### src/rtl/perceptron_comm_ctrl_pkg.sv
// Shared constants for the perceptron packet controller: opcodes, FSM state codes and
// response lengths.
package perceptron_comm_ctrl_pkg;

    // Packet opcodes; the opcode is always the first byte of a packet.
    localparam logic [7:0] OpRead         = 8'd5;
    localparam logic [7:0] OpWriteWeights = 8'd50;
    localparam logic [7:0] OpWriteInputs  = 8'd51;
    localparam logic [7:0] OpReadResp     = 8'd100;
    localparam logic [7:0] OpRespOk       = 8'd101;
    localparam logic [7:0] OpRespErr      = 8'd102;

    // Acknowledge responses are a single opcode byte.
    localparam int unsigned RespLenAck = 1;

    // State codes are visible on cont_state, so the encoding is fixed.
    typedef enum logic [4:0] {
        StIdle       = 5'd0,
        StRxPayload  = 5'd1,
        StCommit     = 5'd2,
        StTxLoad     = 5'd3,
        StTxWaitBusy = 5'd4,
        StTxWaitDone = 5'd5
    } state_e;

    // Read response: opcode, weight1, weight2, result.
    function automatic int unsigned resp_len_read(input int unsigned nb);
        return 1 + 3 * nb;
    endfunction

endpackage

### src/rtl/perceptron_comm_ctrl_if.sv
// Byte-UART side of the perceptron packet controller. The controller uses the master
// modport; the UART (or a model of it) uses the slave modport.
interface perceptron_comm_ctrl_if;
    logic       rx_new_value;
    logic [7:0] rx_data;
    logic       rx_error;
    logic       tx_start;
    logic [7:0] tx_data;
    logic       tx_busy;

    modport master (
        input  rx_new_value,
        input  rx_data,
        input  rx_error,
        input  tx_busy,
        output tx_start,
        output tx_data
    );

    modport slave (
        output rx_new_value,
        output rx_data,
        output rx_error,
        output tx_busy,
        input  tx_start,
        input  tx_data
    );
endinterface

### src/rtl/perceptron_comm_ctrl_tx.sv
// Response serialiser: latches a response buffer on a load pulse and hands it byte by
// byte to the UART transmitter using the tx_start / tx_busy handshake.
module perceptron_comm_ctrl_tx
    import perceptron_comm_ctrl_pkg::*;
#(
    parameter int unsigned BufLen = 7,
    parameter int unsigned LenW   = 3
) (
    input  logic                   clk,
    input  logic                   rst_n,
    input  logic                   i_load,
    input  logic [LenW-1:0]        i_len,
    input  logic [BufLen-1:0][7:0] i_buf,
    input  logic                   i_tx_busy,
    output logic                   o_tx_start,
    output logic [7:0]             o_tx_data,
    output logic                   o_done,
    output state_e                 o_state
);

    state_e                 r_state;
    logic [BufLen-1:0][7:0] r_buf;
    logic [LenW-1:0]        r_len;
    logic [LenW-1:0]        r_idx;
    logic                   w_last;

    assign w_last = (r_idx == r_len - LenW'(1));

    // Handshake FSM: load byte, wait for the UART to go busy, wait for it to finish.
    always_ff @(posedge clk or negedge rst_n) begin
        if (!rst_n) begin
            r_state <= StIdle;
            r_buf   <= '0;
            r_len   <= '0;
            r_idx   <= '0;
        end else begin
            case (r_state)
                StIdle: begin
                    if (i_load) begin
                        r_buf   <= i_buf;
                        r_len   <= i_len;
                        r_idx   <= '0;
                        r_state <= StTxLoad;
                    end
                end
                StTxLoad: begin
                    if (!i_tx_busy) begin
                        r_state <= StTxWaitBusy;
                    end
                end
                StTxWaitBusy: begin
                    if (i_tx_busy) begin
                        r_state <= StTxWaitDone;
                    end
                end
                StTxWaitDone: begin
                    if (!i_tx_busy) begin
                        if (w_last) begin
                            r_state <= StIdle;
                        end else begin
                            r_idx   <= r_idx + LenW'(1);
                            r_state <= StTxLoad;
                        end
                    end
                end
                default: r_state <= StIdle;
            endcase
        end
    end

    // tx_data comes from the buffer register, so it holds until the index advances.
    assign o_tx_start = (r_state == StTxLoad) && !i_tx_busy;
    assign o_tx_data  = r_buf[r_idx];
    assign o_done     = (r_state == StTxWaitDone) && !i_tx_busy && w_last;
    assign o_state    = r_state;

endmodule

### src/rtl/perceptron_comm_ctrl.sv
// Packet controller between the byte UART and the perceptron core: parses opcode
// packets, loads weight/input registers and sends read-back / acknowledge packets.
// Optional build macro COMM_RX_TIMEOUT_EN adds an inter-byte timeout in RX_PAYLOAD.
module perceptron_comm_ctrl
    import perceptron_comm_ctrl_pkg::*;
#(
    parameter int unsigned FpIntegerWidth = 4,
    parameter int unsigned FpFractWidth   = 12
`ifdef COMM_RX_TIMEOUT_EN
    ,
    parameter int unsigned TimeoutCycles  = 120000
`endif
) (
    input  logic                                   clk,
    input  logic                                   rst_n,
    perceptron_comm_ctrl_if.master                 uart,
    output logic [FpIntegerWidth+FpFractWidth-1:0] o_weight1,
    output logic [FpIntegerWidth+FpFractWidth-1:0] o_weight2,
    output logic [FpIntegerWidth+FpFractWidth-1:0] o_input1,
    output logic [FpIntegerWidth+FpFractWidth-1:0] o_input2,
    output logic                                   o_weights_load,
    output logic                                   o_inputs_load,
    input  logic [FpIntegerWidth+FpFractWidth-1:0] i_result,
    output logic [4:0]                             o_cont_state
);

    localparam int unsigned W      = FpIntegerWidth + FpFractWidth;
    localparam int unsigned NB     = W / 8;
    localparam int unsigned BufLen = resp_len_read(NB);
    localparam int unsigned LenW   = $clog2(BufLen + 1);
    localparam int unsigned CntW   = (2 * NB > 1) ? $clog2(2 * NB) : 1;

    // StTxLoad in r_state means "response in flight"; the sub-module owns the detail.
    state_e                 r_state;
    logic [2*W-1:0]         r_stage;
    logic [CntW-1:0]        r_cnt;
    logic                   r_tgt_weights;
    logic [W-1:0]           r_weight1;
    logic [W-1:0]           r_weight2;
    logic [W-1:0]           r_input1;
    logic [W-1:0]           r_input2;
    logic                   r_weights_load;
    logic                   r_inputs_load;

    logic                   w_byte;
    logic                   w_last_byte;
    logic                   w_timeout;
    logic                   w_abort;
    logic                   w_tx_load;
    logic [LenW-1:0]        w_tx_len;
    logic [BufLen-1:0][7:0] w_tx_buf;
    logic                   w_tx_done;
    state_e                 w_tx_state;

    // A framing error on the same cycle as a byte invalidates that byte.
    assign w_byte      = uart.rx_new_value && !uart.rx_error;
    assign w_last_byte = (r_cnt == CntW'(2 * NB - 1));

`ifdef COMM_RX_TIMEOUT_EN
    localparam int unsigned TmrW = $clog2(TimeoutCycles + 1);
    logic [TmrW-1:0] r_timer;

    // Inter-byte timer: runs only while waiting for payload, restarts on every byte.
    always_ff @(posedge clk or negedge rst_n) begin
        if (!rst_n) begin
            r_timer <= '0;
        end else if (r_state != StRxPayload || uart.rx_new_value) begin
            r_timer <= '0;
        end else begin
            r_timer <= r_timer + TmrW'(1);
        end
    end

    assign w_timeout = (r_state == StRxPayload) && !uart.rx_new_value &&
                       (r_timer == TmrW'(TimeoutCycles - 1));
`else
    assign w_timeout = 1'b0;
`endif

    assign w_abort = (r_state == StRxPayload) && (uart.rx_error || w_timeout);

    // Response selection; the sub-module latches it on the same edge the FSM leaves.
    always_comb begin
        w_tx_load   = 1'b0;
        w_tx_len    = LenW'(RespLenAck);
        w_tx_buf    = '0;
        w_tx_buf[0] = OpRespErr;
        case (r_state)
            StIdle: begin
                if (w_byte && uart.rx_data != OpWriteWeights &&
                    uart.rx_data != OpWriteInputs) begin
                    w_tx_load = 1'b1;
                    if (uart.rx_data == OpRead) begin
                        w_tx_len    = LenW'(BufLen);
                        w_tx_buf[0] = OpReadResp;
                        for (int i = 0; i < NB; i++) begin
                            w_tx_buf[1 + i]          = r_weight1[W - 1 - 8 * i -: 8];
                            w_tx_buf[1 + NB + i]     = r_weight2[W - 1 - 8 * i -: 8];
                            w_tx_buf[1 + 2 * NB + i] = i_result[W - 1 - 8 * i -: 8];
                        end
                    end
                end
            end
            StRxPayload: begin
                w_tx_load = w_abort;
            end
            StCommit: begin
                w_tx_load   = 1'b1;
                w_tx_buf[0] = OpRespOk;
            end
            default: ;
        endcase
    end

    // Packet FSM: decode opcode, collect payload, commit, then wait for the response.
    always_ff @(posedge clk or negedge rst_n) begin
        if (!rst_n) begin
            r_state        <= StIdle;
            r_stage        <= '0;
            r_cnt          <= '0;
            r_tgt_weights  <= 1'b0;
            r_weight1      <= '0;
            r_weight2      <= '0;
            r_input1       <= '0;
            r_input2       <= '0;
            r_weights_load <= 1'b0;
            r_inputs_load  <= 1'b0;
        end else begin
            r_weights_load <= 1'b0;
            r_inputs_load  <= 1'b0;
            case (r_state)
                StIdle: begin
                    if (w_byte) begin
                        if (uart.rx_data == OpWriteWeights ||
                            uart.rx_data == OpWriteInputs) begin
                            r_cnt         <= '0;
                            r_stage       <= '0;
                            r_tgt_weights <= (uart.rx_data == OpWriteWeights);
                            r_state       <= StRxPayload;
                        end else begin
                            r_state <= StTxLoad;
                        end
                    end
                end
                StRxPayload: begin
                    if (w_abort) begin
                        r_stage <= '0;
                        r_cnt   <= '0;
                        r_state <= StTxLoad;
                    end else if (uart.rx_new_value) begin
                        r_stage <= {r_stage[2*W-9:0], uart.rx_data};
                        r_cnt   <= r_cnt + CntW'(1);
                        if (w_last_byte) begin
                            r_state <= StCommit;
                        end
                    end
                end
                StCommit: begin
                    if (r_tgt_weights) begin
                        r_weight1      <= r_stage[2*W-1:W];
                        r_weight2      <= r_stage[W-1:0];
                        r_weights_load <= 1'b1;
                    end else begin
                        r_input1      <= r_stage[2*W-1:W];
                        r_input2      <= r_stage[W-1:0];
                        r_inputs_load <= 1'b1;
                    end
                    r_stage <= '0;
                    r_state <= StTxLoad;
                end
                StTxLoad: begin
                    if (w_tx_done) begin
                        r_state <= StIdle;
                    end
                end
                default: r_state <= StIdle;
            endcase
        end
    end

    perceptron_comm_ctrl_tx #(
        .BufLen (BufLen),
        .LenW   (LenW)
    ) u_tx (
        .clk        (clk),
        .rst_n      (rst_n),
        .i_load     (w_tx_load),
        .i_len      (w_tx_len),
        .i_buf      (w_tx_buf),
        .i_tx_busy  (uart.tx_busy),
        .o_tx_start (uart.tx_start),
        .o_tx_data  (uart.tx_data),
        .o_done     (w_tx_done),
        .o_state    (w_tx_state)
    );

    assign o_weight1      = r_weight1;
    assign o_weight2      = r_weight2;
    assign o_input1       = r_input1;
    assign o_input2       = r_input2;
    assign o_weights_load = r_weights_load;
    assign o_inputs_load  = r_inputs_load;
    assign o_cont_state   = (r_state == StTxLoad) ? w_tx_state : r_state;

endmodule

### src/flat_wrapper.sv
// flat-port wrapper written by rule: the top's interface ports become plain ports
module perceptron_comm_ctrl_flat import perceptron_comm_ctrl_pkg::*;
#(
    parameter int unsigned FpIntegerWidth = 4,
    parameter int unsigned FpFractWidth   = 12

)
  (clk, rst_n, o_weight1, o_weight2, o_input1, o_input2, o_weights_load, o_inputs_load, i_result, o_cont_state, uart_rx_new_value, uart_rx_data, uart_rx_error, uart_tx_busy, uart_tx_start, uart_tx_data);
  perceptron_comm_ctrl_if uart_i ();
  input  logic clk;
  input  logic rst_n;
  output logic [FpIntegerWidth+FpFractWidth-1:0] o_weight1;
  output logic [FpIntegerWidth+FpFractWidth-1:0] o_weight2;
  output logic [FpIntegerWidth+FpFractWidth-1:0] o_input1;
  output logic [FpIntegerWidth+FpFractWidth-1:0] o_input2;
  output logic o_weights_load;
  output logic o_inputs_load;
  input  logic [FpIntegerWidth+FpFractWidth-1:0] i_result;
  output logic [4:0] o_cont_state;
  input wire logic [$bits(uart_i.rx_new_value)-1:0] uart_rx_new_value;
  input wire logic [$bits(uart_i.rx_data)-1:0] uart_rx_data;
  input wire logic [$bits(uart_i.rx_error)-1:0] uart_rx_error;
  input wire logic [$bits(uart_i.tx_busy)-1:0] uart_tx_busy;
  output wire logic [$bits(uart_i.tx_start)-1:0] uart_tx_start;
  output wire logic [$bits(uart_i.tx_data)-1:0] uart_tx_data;
  assign uart_i.rx_new_value = uart_rx_new_value;
  assign uart_i.rx_data = uart_rx_data;
  assign uart_i.rx_error = uart_rx_error;
  assign uart_i.tx_busy = uart_tx_busy;
  assign uart_tx_start = uart_i.tx_start;
  assign uart_tx_data = uart_i.tx_data;
  perceptron_comm_ctrl #(.FpIntegerWidth(FpIntegerWidth), .FpFractWidth(FpFractWidth)) u_core (.clk(clk), .rst_n(rst_n), .uart(uart_i), .o_weight1(o_weight1), .o_weight2(o_weight2), .o_input1(o_input1), .o_input2(o_input2), .o_weights_load(o_weights_load), .o_inputs_load(o_inputs_load), .i_result(i_result), .o_cont_state(o_cont_state));
endmodule
### config.mk
export PLATFORM = sky130hd
export DESIGN_NAME = perceptron_comm_ctrl_flat
export DESIGN_NICKNAME = d
export VERILOG_FILES = /design/src/rtl/perceptron_comm_ctrl_pkg.sv /design/src/rtl/perceptron_comm_ctrl_if.sv /design/src/rtl/perceptron_comm_ctrl_tx.sv /design/src/rtl/perceptron_comm_ctrl.sv /design/src/flat_wrapper.sv
export SDC_FILE = /design/constraint.sdc
export NUM_CORES = 1
export LEC_CHECK = 0
export BUFFER_PORTS_ARGS = -buffer_cell sky130_fd_sc_hd__buf_2
export CAP_MARGIN = 20
export CORE_MARGIN = 5
export CORE_UTILIZATION = 45
export CTS_CLUSTER_DIAMETER = 150
export DETAILED_ROUTE_END_ITERATION = 10
export GPL_ROUTABILITY_DRIVEN = 0
export MAX_ROUTING_LAYER = met4
export PLACE_DENSITY_LB_ADDON = 0.3
export SETUP_SLACK_MARGIN = 0.1
export SLEW_MARGIN = 20
export SYNTH_ARGS = -nofsm -noshare
export SYNTH_HDL_FRONTEND = slang
export SYNTH_SLANG_ARGS = --single-unit
### constraint.sdc
create_clock -name clk -period 4.1 [get_ports clk]
set_input_delay 0.205 -clock clk [delete_from_list [all_inputs] [get_ports clk]]
set_output_delay 0.205 -clock clk [all_outputs]
set_load 0.01 [all_outputs]
**Word-level counts from Yosys, hierarchy flattened**

Cells that the tools add are included.

- Input bits: 29
- Register bits: 173
- Word-level logic and storage cells: 115
- Output and inout port bits: 80

- Add/subtract/negate cells: 3
- Muxes and demuxes: 43
- Bitwise operators: 1
- Reductions and logical operators: 24
- Order comparisons: 1
- Equal/unequal tests: 23

Operators by type and width:

| operator | count |
|---|---|
| 2-to-1 mux 32 bit | 4 |
| 2-to-1 mux 56 bit | 2 |
| one-hot mux 32 bit (3 select lines) | 1 |
| 2-to-1 mux 5 bit | 10 |
| 2-to-1 mux 48 bit | 1 |
| one-hot mux 5 bit (4 select lines) | 2 |
| binary-select mux 8 bit (select 3 bit) | 1 |
| AND reduction 4 bit | 5 |
| 2-to-1 mux 3 bit | 6 |
| == test 8 x 6 -> 1 bit, second input constant | 2 |
| != test 8 x 6 -> 1 bit, second input constant | 2 |
| one-hot mux 8 bit (2 select lines) | 1 |
| == test 5 x 2 -> 1 bit, second input constant | 3 |
| 2-to-1 mux 2 bit | 6 |
| != test 2 bit, second input constant | 6 |
| == test 5 x 3 -> 1 bit, second input constant | 2 |
| zero test 5 bit | 2 |
| == test 8 x 3 -> 1 bit, second input constant | 1 |
| 2-to-1 mux 8 bit | 1 |
| logical AND 1 bit | 7 |
| one-hot mux 3 bit (2 select lines) | 1 |
| AND reduction 2 bit | 3 |
| == test 5 x 1 -> 1 bit, second input constant | 1 |
| 2-to-1 mux 1 bit | 5 |
| 17 further kinds | 20 |

**Depth between registers and ports, before layout**

Gate-level depths: netlist of the first run.

- Word-level depth: 8
- Depth in mapped cells: 9

**Modules after synthesis**

From an unflattened synthesis of the first run, not the netlist that was laid out.

- Cells, all modules: 550
- Area total of the unflattened synthesis: 7390.8 sq um

Modules (own cells, without submodules):

| module | instances | sequential area each (sq um) | area each (sq um) | cells each |
|---|---|---|---|---|
| perceptron_comm_ctrl | 1 | 2577.5 | 4359.2 | 327 |
| perceptron_comm_ctrl_tx | 1 | 1626.6 | 3031.7 | 223 |

**Least setup slack after synthesis of the first run**

No wires, ideal clock.

- Path kind: register to register
- Start point: reg u_core.r_state[1]
- End point: reg u_core.r_stage[11]
- Arrival: 1787 ps
- Slack: 2195 ps
- Cell stages (with the launch flop): 10
- Cell sequence: dfrtp_1 > inv_1 > ha_1 > or3b_1 > a32o_2 > nor2b_4 > buf_6 > buf_6 > nand3_2 > o21ai_2

- Word-level cells in the longest chain between the ends: 4
- Elaborated cells between the ends (all ways): 11
- Those cells by class: 5 x eq/ne; 2 x mux; 4 x reduce/logical

Ends and longest elaborated chain:

| element | line | source |
|---|---|---|
| start, declared | perceptron_comm_ctrl.sv:34 | `state_e r_state;` |
| start signal, assigned | perceptron_comm_ctrl.sv:118 | `r_state <= StIdle;` |
| start signal, assigned | perceptron_comm_ctrl.sv:139 | `r_state <= StRxPayload;` |
| start signal, assigned | perceptron_comm_ctrl.sv:141 | `r_state <= StTxLoad;` |
| == test 5 x 1 -> 1 bit | perceptron_comm_ctrl.sv:80, perceptron_comm_ctrl.sv:131 |  |
| logical AND 1 bit | perceptron_comm_ctrl.sv:80 | `assign w_abort = (r_state == StRxPayload) && (uart.rx_error \|\| w_timeout);` |
| != test 3 x 2 -> 1 bit (no source line) or 2-to-1 mux 32 bit (tied branches) | -- |  |
| AND reduction 4 bit (no source line) or one-hot mux 32 bit (3 select lines) (tied branches) | -- |  |
| end signal, assigned | perceptron_comm_ctrl.sv:151 | `r_stage <= {r_stage[2*W-9:0], uart.rx_data};` |
| end, declared | perceptron_comm_ctrl.sv:35 | `logic [2*W-1:0] r_stage;` |

Parallel ways exist; a longest one is shown, timed or not.
A chain may end at the register's enable or synchronous reset.

**Final worst setup path of the first run**

- Start point: reg u_core.u_tx.r_idx[0]
- End point: out uart_tx_data[7]

- Word-level cells in the longest chain between the ends: 2

Ends and longest elaborated chain:

| element | line | source |
|---|---|---|
| start, declared | perceptron_comm_ctrl_tx.sv:24 | `logic [LenW-1:0] r_idx;` |
| start signal, assigned | perceptron_comm_ctrl_tx.sv:61 | `r_idx <= r_idx + LenW'(1);` |
| binary-select mux 8 bit (select 3 bit) | perceptron_comm_ctrl_tx.sv:73 | `assign o_tx_data = r_buf[r_idx];` |
| 2-to-1 mux 8 bit (not written as such) | perceptron_comm_ctrl_tx.sv:73 |  |
| end, declared | flat_wrapper.sv:25 | `output wire logic [$bits(uart_i.tx_data)-1:0] uart_tx_data;` |

Every way passes these cells. The select of a mux whose other input is x is not followed.

==> results of run 1 <==
-- stage by stage --
step	utilization [%]	hold slack [ps]
6_report	54.2	19.3
5_1_grt	54.2	11.8
4_1_cts	54.0	0.130
3_5_place_dp	49.7	413
3_3_place_gp	49.7	417
2_1_floorplan	-	-90.6
-- layer usage --
| layer | share of wire (%) | vias to the layer above | wire length [um] | GRT usage (%) |
|---|---|---|---|---|
| met4 | 1.8 | 0 | 310 | 6.98 |
| met2 | 46 | 107 | 7970 | 28.9 |
| met5 | 0 | - | 0 | - |
| li1 | - | 2633 | - | - |
| met1 | 48 | 2532 | 8240 | 27.8 |
| met3 | 3.8 | 22 | 646 | 4.34 |
-- state kept, by name, indices dropped and copies added (netlist names), 2 cells and up --
signal and count:
u_core.u_tx.o_state 3, u_core.u_tx.r_len 2, u_core.r_cnt 2, u_core.r_stage 32, u_core.o_weight1 16, u_core.o_input2 16
u_core.r_state 2, u_core.o_weight2 16, u_core.o_input1 16, u_core.u_tx.r_idx 3, u_core.u_tx.r_buf 50
-- power breakdown --
part	total (mW)	leakage (nW)	internal, mW	switching (mW)
combinational	1.20	1.41	0.324	0.872
clock	1.63	0.293	0.992	0.642
sequential	1.86	2.22	1.71	0.145
total	4.69	3.92	3.03	1.66
-- path summary, 6_finish.rpt --
kind                       cells after the start                     end                  from  slack (ps)
max                                            4         uart_tx_data[7]  u_core.u_tx.r_idx[0]        1480
min                                            3   u_core.u_tx.r_buf[41]           i_result[9]          20
max reg2reg                                    8      u_core.r_stage[31]     u_core.r_state[0]        1510
min reg2reg                                    2     u_core.o_input1[11]   u_core.o_input1[11]         480
max in group asynchronous                      3   u_core.u_tx.r_buf[45]                 rst_n        2650
min in group asynchronous                      2  u_core.u_tx.o_state[2]                 rst_n         460
-- cells in the mapped netlist, types with 2 or more instances --
library cell	number	area, sq um
dfrtp_1	161	4030
nand2b_1	2	12.5
a221o_1	2	20.0
nand3_2	28	280
o21ai_2	32	280
o32ai_1	2	17.5
buf_4	2	15.0
mux4_2	2	45.0
xor2_1	2	17.5
o21ai_0	70	350
nand2_1	169	634
and2_1	2	12.5
a21oi_1	20	100
nor2_1	13	48.8
a21o_1	3	22.5
nor2b_1	5	31.3
nand4_1	2	12.5
buf_1	3	11.3
buf_2	17	85.1
nor3_1	4	20.0
ha_1	8	100
and3_1	3	18.8
buf_6	8	90.1
o21ai_1	50	250
mux2_4	2	30.0
mux2_2	6	67.6
a22oi_1	6	45.0
a221oi_1	3	26.3
mux2i_1	9	90.1
clkbuf_1	24	90.1
nand3_1	10	50.1
inv_1	43	161
-- cell type report --
cell class                 count  area [sq um]
clock buffer                  20           457
clock inverter                12           158
fill                        1431          7250
inverter                      43           161
multi-input combinational    476          2810
sequential                   161          4030
tap                          216           270
timing repair buffer         121           697
-- cell families after synthesis --
family / count (synthesis)
buffers and inverters: 97
XOR/XNOR: 3
flip-flops: 161
AO/OA/AOI/OAI: 196
other: 1
adder cells (fa/ha/maj): 8
AND/OR/NAND/NOR: 247
multiplexers: 20
-- cells in the final DEF (no fill, tap or decap), drive strengths merged, types with 2 or more instances in the layout --
cell type / count
clkbuf: 21
dlygate4sd3: 8
nand3: 38
nand4: 2
nor2b: 6
conb: 2
a22oi: 6
mux2i: 9
nor2: 14
mux4: 2
a221oi: 3
nor3: 5
ha: 8
a21o: 3
nand2b: 2
bufinv: 3
clkinv: 5
nand2: 169
dfrtp: 161
xor2: 2
a221o: 2
inv: 44
and3: 3
buf: 112
o32ai: 2
and2: 2
clkinvlp: 3
a21oi: 20
mux2: 9
o21ai: 152
-- worst min-delay path, cell delays in order --
cell     delay [ps]
buf_2            90
nand2_1          50
o21ai_1          50
==> impl_metrics.yaml, run 1 <==
run_status:
  status: "completed"
placed_design:
  port-buffer-count: 106
  dp.cells: 1008
  dp_hpwl_mm: 11.8
  pre_cts_slack_ps: 1530
  post_dp_cell_area_sq_um: 7860
die:
  dieWidth_um: 137
  core_sq_um: 15800
  die_y_um: 137
  ioPinCount: 109
  start_util_pct: 45.8
  fp-row-count: 46
  dieArea_sq_um: 18800
cells_and_area:
  synthToLayoutAreaGrowth_pct: 18.2
  final_cells: 1049
  drive_above_1_share_pct: 27.0
  layout.nets: 857
  diodes: 0
  fin_area_sq_um: 8580
synth:
  synth-edff-count: 0
  synth_simple_gate_area_share_pct: 16.6
  async_flop_share_pct: 100
  synth_adder_area_share_pct: 1.38
  ys.flop_type: "dfrtp_1"
  synth_top_family_by_area: "simple AND/OR/NAND/NOR gates"
  synth.ff_latch_count: 161
  synth_seq_area_share_pct: 55.5
  synthMuxAreaShare_pct: 3.36
  synth.distinct_cells: 52
  synth_cells: 733
  avgSynthCellArea_sq_um: 9.90
  synth-xor-area-share_pct: 0.362
  synth-compound-area-share_pct: 16.4
  synthesis.area_sq_um: 7250
  yosysWarningCount: 0
timing:
  finalWorstSetupSlack_ps: 1480
  clock_skew_ps: 7.98
  finalHoldViolCount: 0
  setup_viol: 0
  fin_setup_tns_ps: 0
  period_share_pct: 63.8
  slew_violations: 0
  tightest_slew_ps: 997
  rsz0062_at_grt: "false"
  clock.fmax_mhz: 382
  fin_crit_ps: 2620
  slew_headroom_pct: 33.3
clock_tree:
  clkTransAtPathRegs_ps: 60
  cts.sinks: 161
  cts_root_buf: "clkbuf_16"
  numCtsBuffers: 17
  cts_setup_buffers: 0
  cts_tree: "yes"
  max-clock-path-buffers: 2
  ctsResizeCount: 0
  cts_hold_buf: 8
  clock_latency_ps: 430
  h-tree-depth: 4
global_route:
  grt-ovfl-total: 0
  first_global_vias: 5141
  grt_max_degree: 110
  grt_usage_pct: 19.9
  grt_pass1_wl_mm: 27.8
  antenna_found_initial: 0
setup_path:
  path_max_fanout: 24
  cp-start-kind: "flip-flop"
  cp-end-kind: "output port"
  cp_top_family: "flip-flops"
  critPathMaxStageDelay_ps: 900
  arrival_ps: 2410
  worstPathRequired_ps: 3890
  worstSetupPathType: "flip-flop to output port"
  crit_chain: "nor2b_1 -> a21oi_1 -> a21oi_1 -> buf_2"
  slowest_stage: "dfrtp_1"
  path_common_cell: "a21oi_1"
  cp_num_buf_inv: 1
detailed_routing:
  drt_iter0_markers: 381
  wirelength_mm: 17.2
  postRouteAntennaNets: 0
  post_drt_wl_per_cell_um: 16.4
  viasPerCell: 5.05
  drc: 0
  firstDrtPassIters: 8
  num_vias: 5294
min_path:
  hold_class: "input pin to flip-flop"
run:
  cap_viol_max_count: 0
power_and_ir_drop:
  p_per_area_nw_per_um2: 547
  peakVddDrop_uv: 385
  p_leak_nw: 3.92
  total_power_mw: 4.69
Note: power is estimated with default switching activity, not from simulation.
==> run 2, diff against run 1 <==
ABC_AREA = 1   (was not set)
clock period = 2.4 ns   (was 4.1 ns; I/O delays follow)
==> impl_metrics.yaml, run 2 <==
die:
  die_y_um: 134
  fp-row-count: 45
  dieWidth_um: 134
  start_util_pct: 45.6
  core_sq_um: 15100
  dieArea_sq_um: 17800
  ioPinCount: 109
global_route:
  grt_usage_pct: 21.1
  grt_max_degree: 65
  first_global_vias: 5372
  antenna_found_initial: 0
  grt_pass1_wl_mm: 28.6
  grt-ovfl-total: 0
min_path:
  hold_class: "input pin to flip-flop"
  whs_path_depth: 3
  whs_endpoint: "u_core.u_tx.o_state[1]"
  min_from: "uart_tx_busy"
setup_path:
  cp-end-kind: "output port"
  rr_endpoint: "u_core.u_tx.r_buf[18]"
  worstSetupPathType: "flip-flop to output port"
  arrival_ps: 2000
  cp-startpoint: "u_core.u_tx.r_idx[0]"
  r2r_start: "u_core.r_state[0]"
  critPathMaxStageDelay_ps: 460
  rrSetupSlack_ps: 430
  crit_chain: "inv_1 -> buf_4 -> nor2_2 -> a21oi_1 -> a22oi_1 -> buf_2"
  slowest_stage: "dfrtp_2"
  r2r_cells: 9
  worstPathRequired_ps: 2280
  path_max_fanout: 20
  cp-start-kind: "flip-flop"
synth:
  synth_area_leaders: "dfrtp_1 (59%), nand2_1 (13%), o21ai_0 (10%)"
  synth_common_cells: "nand2_1 (239), dfrtp_1 (161), o21ai_0 (143), inv_1 (78), nand3_1 (42)"
  synth_seq_area_share_pct: 58.6
  yosysWarningCount: 0
  yosysTopAreaCellShare_pct: 58.6
  synth-edff-count: 0
  ys.flop_type: "dfrtp_1"
  avgSynthCellArea_sq_um: 8.76
  synth.ff_latch_count: 161
  async_flop_share_pct: 100
  synthesis.area_sq_um: 6870
  synth.distinct_cells: 28
  yosysTopAreaCell: "dfrtp_1"
  synth.most_common_cell: "nand2_1"
  synth_cells: 785
cells_and_area:
  fin_area_sq_um: 8410
  drive_above_1_share_pct: 17.8
  final_cell_mix: "nand2_1 (238), dfrtp_1 (159), o21ai_0 (143)"
  layout.nets: 942
  largest_reg_flops: 50
  diodes: 0
  mostFrequentLayoutCell: "nand2_1"
  reg.largest.list: "u_core.u_tx.r_buf x50, u_core.r_stage x32"
  largest-register: "u_core.u_tx.r_buf"
  synthToLayoutAreaGrowth_pct: 22.4
clock_tree:
  numCtsBuffers: 17
  cts_tree: "yes"
  max-clock-path-buffers: 2
  clock_latency_ps: 430
  cts_root_buf: "clkbuf_16"
  cts.sinks: 161
  h-tree-depth: 4
  cts_setup_buffers: 0
  clkTransAtPathRegs_ps: 60
detailed_routing:
  num_vias: 5576
  drc: 0
  firstDrtPassIters: 5
  wirelength_mm: 17.7
  postRouteAntennaNets: 0
  drt_iter0_markers: 368
  post_drt_wl_per_cell_um: 16.0
  viasPerCell: 5.04
power_and_ir_drop:
  p_leak_nw: 4.28
  peakVddDrop_uv: 647
  total_power_mw: 7.78
  p_per_area_nw_per_um2: 925
timing:
  clock.fmax_mhz: 472
  slew_headroom_pct: 44.7
  setup_viol: 0
  tightest_slew_ps: 829
  rsz0062_at_grt: "false"
  fin_crit_ps: 2120
  slew_violations: 0
  fin_setup_tns_ps: 0
  clock_skew_ps: 7.70
  period_share_pct: 88.4
  finalWorstSetupSlack_ps: 279
  finalHoldViolCount: 0
placed_design:
  port-buffer-count: 106
  dp_hpwl_mm: 12.0
  post_dp_cell_area_sq_um: 7570
  pre_cts_slack_ps: 479
run:
  cap_viol_max_count: 0
run_status:
  status: "completed"
==> run 2: changes by cell type after synthesis, moves of 27 or more <==
cell     before  now
nand2_1     169  239
o21ai_2      32    0
o21ai_1      50    4
inv_1        43   78
o21ai_0      70  143
nand3_1      10   42
nand3_2      28    1
==> run 2: power by group <==
| part | switching [mW] | total [mW] | internal [mW] | leakage [nW] |
|---|---|---|---|---|
| registers | 0.174 | 3.13 | 2.96 | 2.23 |
| logic | 1.38 | 1.97 | 0.588 | 1.78 |
| clock network | 1.19 | 2.68 | 1.49 | 0.272 |
| total | 2.75 | 7.78 | 5.03 | 4.28 |
==> run 2: repair_timing <==
item	CTS	global route
endpoints found under the hold margin	86	0
setup endpoints to repair	0	6
resized for setup	0	3
hold buffers	25	0
==> run 2: metrics by stage <==
stage	std cells	hold WS, ps	utilization, %
3_3_place_gp	1049	164	50.2
3_5_place_dp	1049	163	50.2
5_1_grt	1106	69.9	55.7
2_1_floorplan	786	-176	-
6_report	1106	54.0	55.7
4_1_cts	1106	31.1	55.7
==> run 2: cell families (layout without fill, tap and decap cells) <==
logic type	after synthesis	count (layout)	share of synthesized area, %
XOR/XNOR	2	2	0.255
other	1	2	0.0546
AND/OR/NAND/NOR	307	307	18.3
multiplexers	1	1	0.146
AO/OA/AOI/OAI	181	181	13.4
flip-flops	161	161	58.6
adder cells (fa/ha/maj)	8	8	1.46
buffers and inverters	124	256	7.81
==> run 2: cell type report <==
type                       count  area (sq um)
clock buffer                  18           439
clock inverter                14           145
fill                        1373          6680
inverter                      81           304
multi-input combinational    501          2320
sequential                   161          4030
tap                          188           235
timing repair buffer         143           940
==> run 2: worst max-delay path: cells and delay by family, from the launching register on <==
kind | cells | cell delay, ps
AOI/OAI and AO/OA | 2 | 420
buffers and inverters | 3 | 490
DFF | 1 | 460
and+or+nand+nor | 1 | 200
==> run 2: worst max-delay path by stage <==
| stage | endpoint | slack, ps |
|---|---|---|
| after floorplan | u_core.u_tx.r_buf[10] | 740 |
| after global placement | u_core.o_input2[8] | 560 |
| after detailed placement | u_core.u_tx.r_buf[18] | 480 |
| after CTS | uart_tx_data[6] | 100 |
| after global routing | uart_tx_data[0] | 180 |
| final | uart_tx_data[5] | 280 |
==> run 2: per-layer routing <==
layer | part of all wire [%] | global-route usage [%] | wire [um]
met4 | 1.1 | 5.89 | 191
met5 | 0 | - | 0
met1 | 48 | 29.8 | 8430
met2 | 46 | 31.5 | 8170
met3 | 5.1 | 4.08 | 894
==> run 3, diff against run 2 <==
RECOVER_POWER = 25   (was not set)
==> impl_metrics.yaml, run 3 (synthesis gave the netlist of run 2 again) <==
power_and_ir_drop:
  internal_power_mw: 5.03
  p_seq_share_pct: 40.3
  peakVddDrop_uv: 647
  switching_power_mw: 2.75
  swShare_pct: 35.3
  comb_power_share_pct: 25.3
  p_leak_nw: 4.27
  total_power_mw: 7.78
  p_clk_share_pct: 34.4
  p_per_area_nw_per_um2: 926
detailed_routing:
  num_vias: 5582
  postRouteAntennaNets: 0
  met1_length_mm: 8.43
  route.top_layer_used: "met4"
  wl_met3_um: 917
  wirelength_mm: 17.7
  met2WireLength_mm: 8.13
  post_drt_wl_per_cell_um: 16.0
  drt_iter0_markers: 379
  viasPerCell: 5.05
  firstDrtPassIters: 5
  drc: 0
min_path:
  hold_class: "input pin to flip-flop"
  min_from: "uart_tx_busy"
  whs_path_depth: 3
  whs_endpoint: "u_core.u_tx.o_state[1]"
setup_path:
  path_max_fanout: 20
  cp-end-kind: "output port"
  slowest_stage: "dfrtp_2"
  worstPathRequired_ps: 2280
  rr_endpoint: "u_core.u_tx.r_buf[42]"
  rrSetupSlack_ps: 420
  crit_chain: "inv_1 -> buf_4 -> nor2_2 -> a21oi_1 -> a22oi_1 -> buf_2"
  cp-start-kind: "flip-flop"
  critPathMaxStageDelay_ps: 470
  r2r_start: "u_core.r_state[0]"
  worstSetupPathType: "flip-flop to output port"
  r2r_cells: 9
  arrival_ps: 2010
timing:
  clock.fmax_mhz: 469
  fin_setup_tns_ps: 0
  slew_headroom_pct: -10.9
  slew_violations: 62
  holdWs_ps: 53.3
  rsz0062_at_grt: "false"
  tightest_slew_ps: 1660
  finalHoldViolCount: 0
  fin_crit_ps: 2130
  setup_viol: 0
  period_share_pct: 88.8
  clock_skew_ps: 8.63
die:
  dieWidth_um: 134
  core_sq_um: 15100
  start_util_pct: 45.6
  ioPinCount: 109
  dieArea_sq_um: 17800
  die_y_um: 134
  fp-row-count: 45
cells_and_area:
  reg.largest.list: "u_core.u_tx.r_buf x50, u_core.r_stage x32"
  final_cell_mix: "nand2_1 (238), dfrtp_1 (159), o21ai_0 (143)"
  synthToLayoutAreaGrowth_pct: 22.2
  largest-register: "u_core.u_tx.r_buf"
  mostFrequentLayoutCell: "nand2_1"
  nFillCells: 1375
  layout.nets: 942
  seq_area_sq_um: 4030
  diodes: 0
  largest_reg_flops: 50
  drive_above_1_share_pct: 17.5
  multi_input_area_sq_um: 2320
global_route:
  grt_usage_pct: 21.1
  first_global_vias: 5372
  grt-ovfl-total: 0
  grt_pass1_wl_mm: 28.6
  antenna_found_initial: 0
  grt_max_degree: 65
run_status:
  violations: "capacitance limit, slew limit"
  status: "complete, but fails checks"
clock_tree:
  clkTransAtPathRegs_ps: 60
  numCtsBuffers: 17
  h-tree-depth: 4
  max-clock-path-buffers: 2
  cts.sinks: 161
  cts_root_buf: "clkbuf_16"
  clock_latency_ps: 430
  cts_tree: "yes"
placed_design:
  dp_hpwl_mm: 12.0
  port-buffer-count: 106
run:
  cap_viol_max_count: 1
## run 3: cell types whose count changed in the layout (fill, tap and decap cells not counted), sizes merged
| cell | delta |
|---|---|
| buf | -3 |
| clkbuf | +3 |
## run 3: per-layer routing
layer  vias up  global-route usage [%]
li1       2768                       -
met5         -                       -
met3        15                    4.08
met2       168                    31.5
met1      2631                    29.8
met4         0                    5.89
## run 3: what timing repair did
action,in CTS,in global routing
setup endpoints to repair,0,6
resized for setup,0,3
hold endpoints to repair,86,0
hold buffers,25,0
setup buffers,0,0
## run 3: worst max-delay path by stage
stage                         start                    end  depth (start not counted)  slack, ps
4_1_cts        u_core.u_tx.r_idx[0]        uart_tx_data[6]                          6        100
3_3_place_gp      u_core.r_state[0]     u_core.o_input2[8]                          6        560
2_1_floorplan     u_core.r_state[0]  u_core.u_tx.r_buf[10]                         11        740
3_5_place_dp      u_core.r_state[0]  u_core.u_tx.r_buf[18]                          9        480
6_report       u_core.u_tx.r_idx[0]        uart_tx_data[5]                          6        270
5_1_grt        u_core.u_tx.r_idx[0]        uart_tx_data[0]                          8        180
## run 3: power by group through the flow
stage	Clock, mW	Sequential (mW)	Combinational (mW)
6_report	2.68	3.13	1.97
3_3_place_gp	0	3.17	1.92
3_5_place_dp	0	3.17	1.93
4_1_cts	2.73	3.13	1.97
2_1_floorplan	0	3.18	1.37
5_1_grt	2.85	3.16	2.21
## run 3: critical path: cells and delay by family (launching register included)
| kind | cells | cell delay, ps |
|---|---|---|
| AND/OR/NAND/NOR | 1 | 200 |
| flip-flops | 1 | 470 |
| buffers and inverters | 3 | 490 |
| AO/OA/AOI/OAI | 2 | 420 |
## run 3: area by class of cell
class,count,share of cell area (%)
Sequential cell,161,48.0
Clock inverter,14,1.73
Multi-Input combinational cell,501,27.6
Tap cell,188,2.80
Timing Repair Buffer,143,11.1
Inverter,81,3.62
Clock buffer,18,5.23
## run 3: per-stage QoR
step / setup WS (ps) / utilization (%) / cell area (sq um) / std cells
finish: 269 / 55.7 / 8400 / 1106
global route: 181 / 55.7 / 8400 / 1106
CTS: 101 / 55.7 / 8410 / 1106
detailed placement: 479 / 50.2 / 7570 / 1049
global placement: 562 / 50.2 / 7570 / 1049
floorplan: 740 / - / 6880 / 786
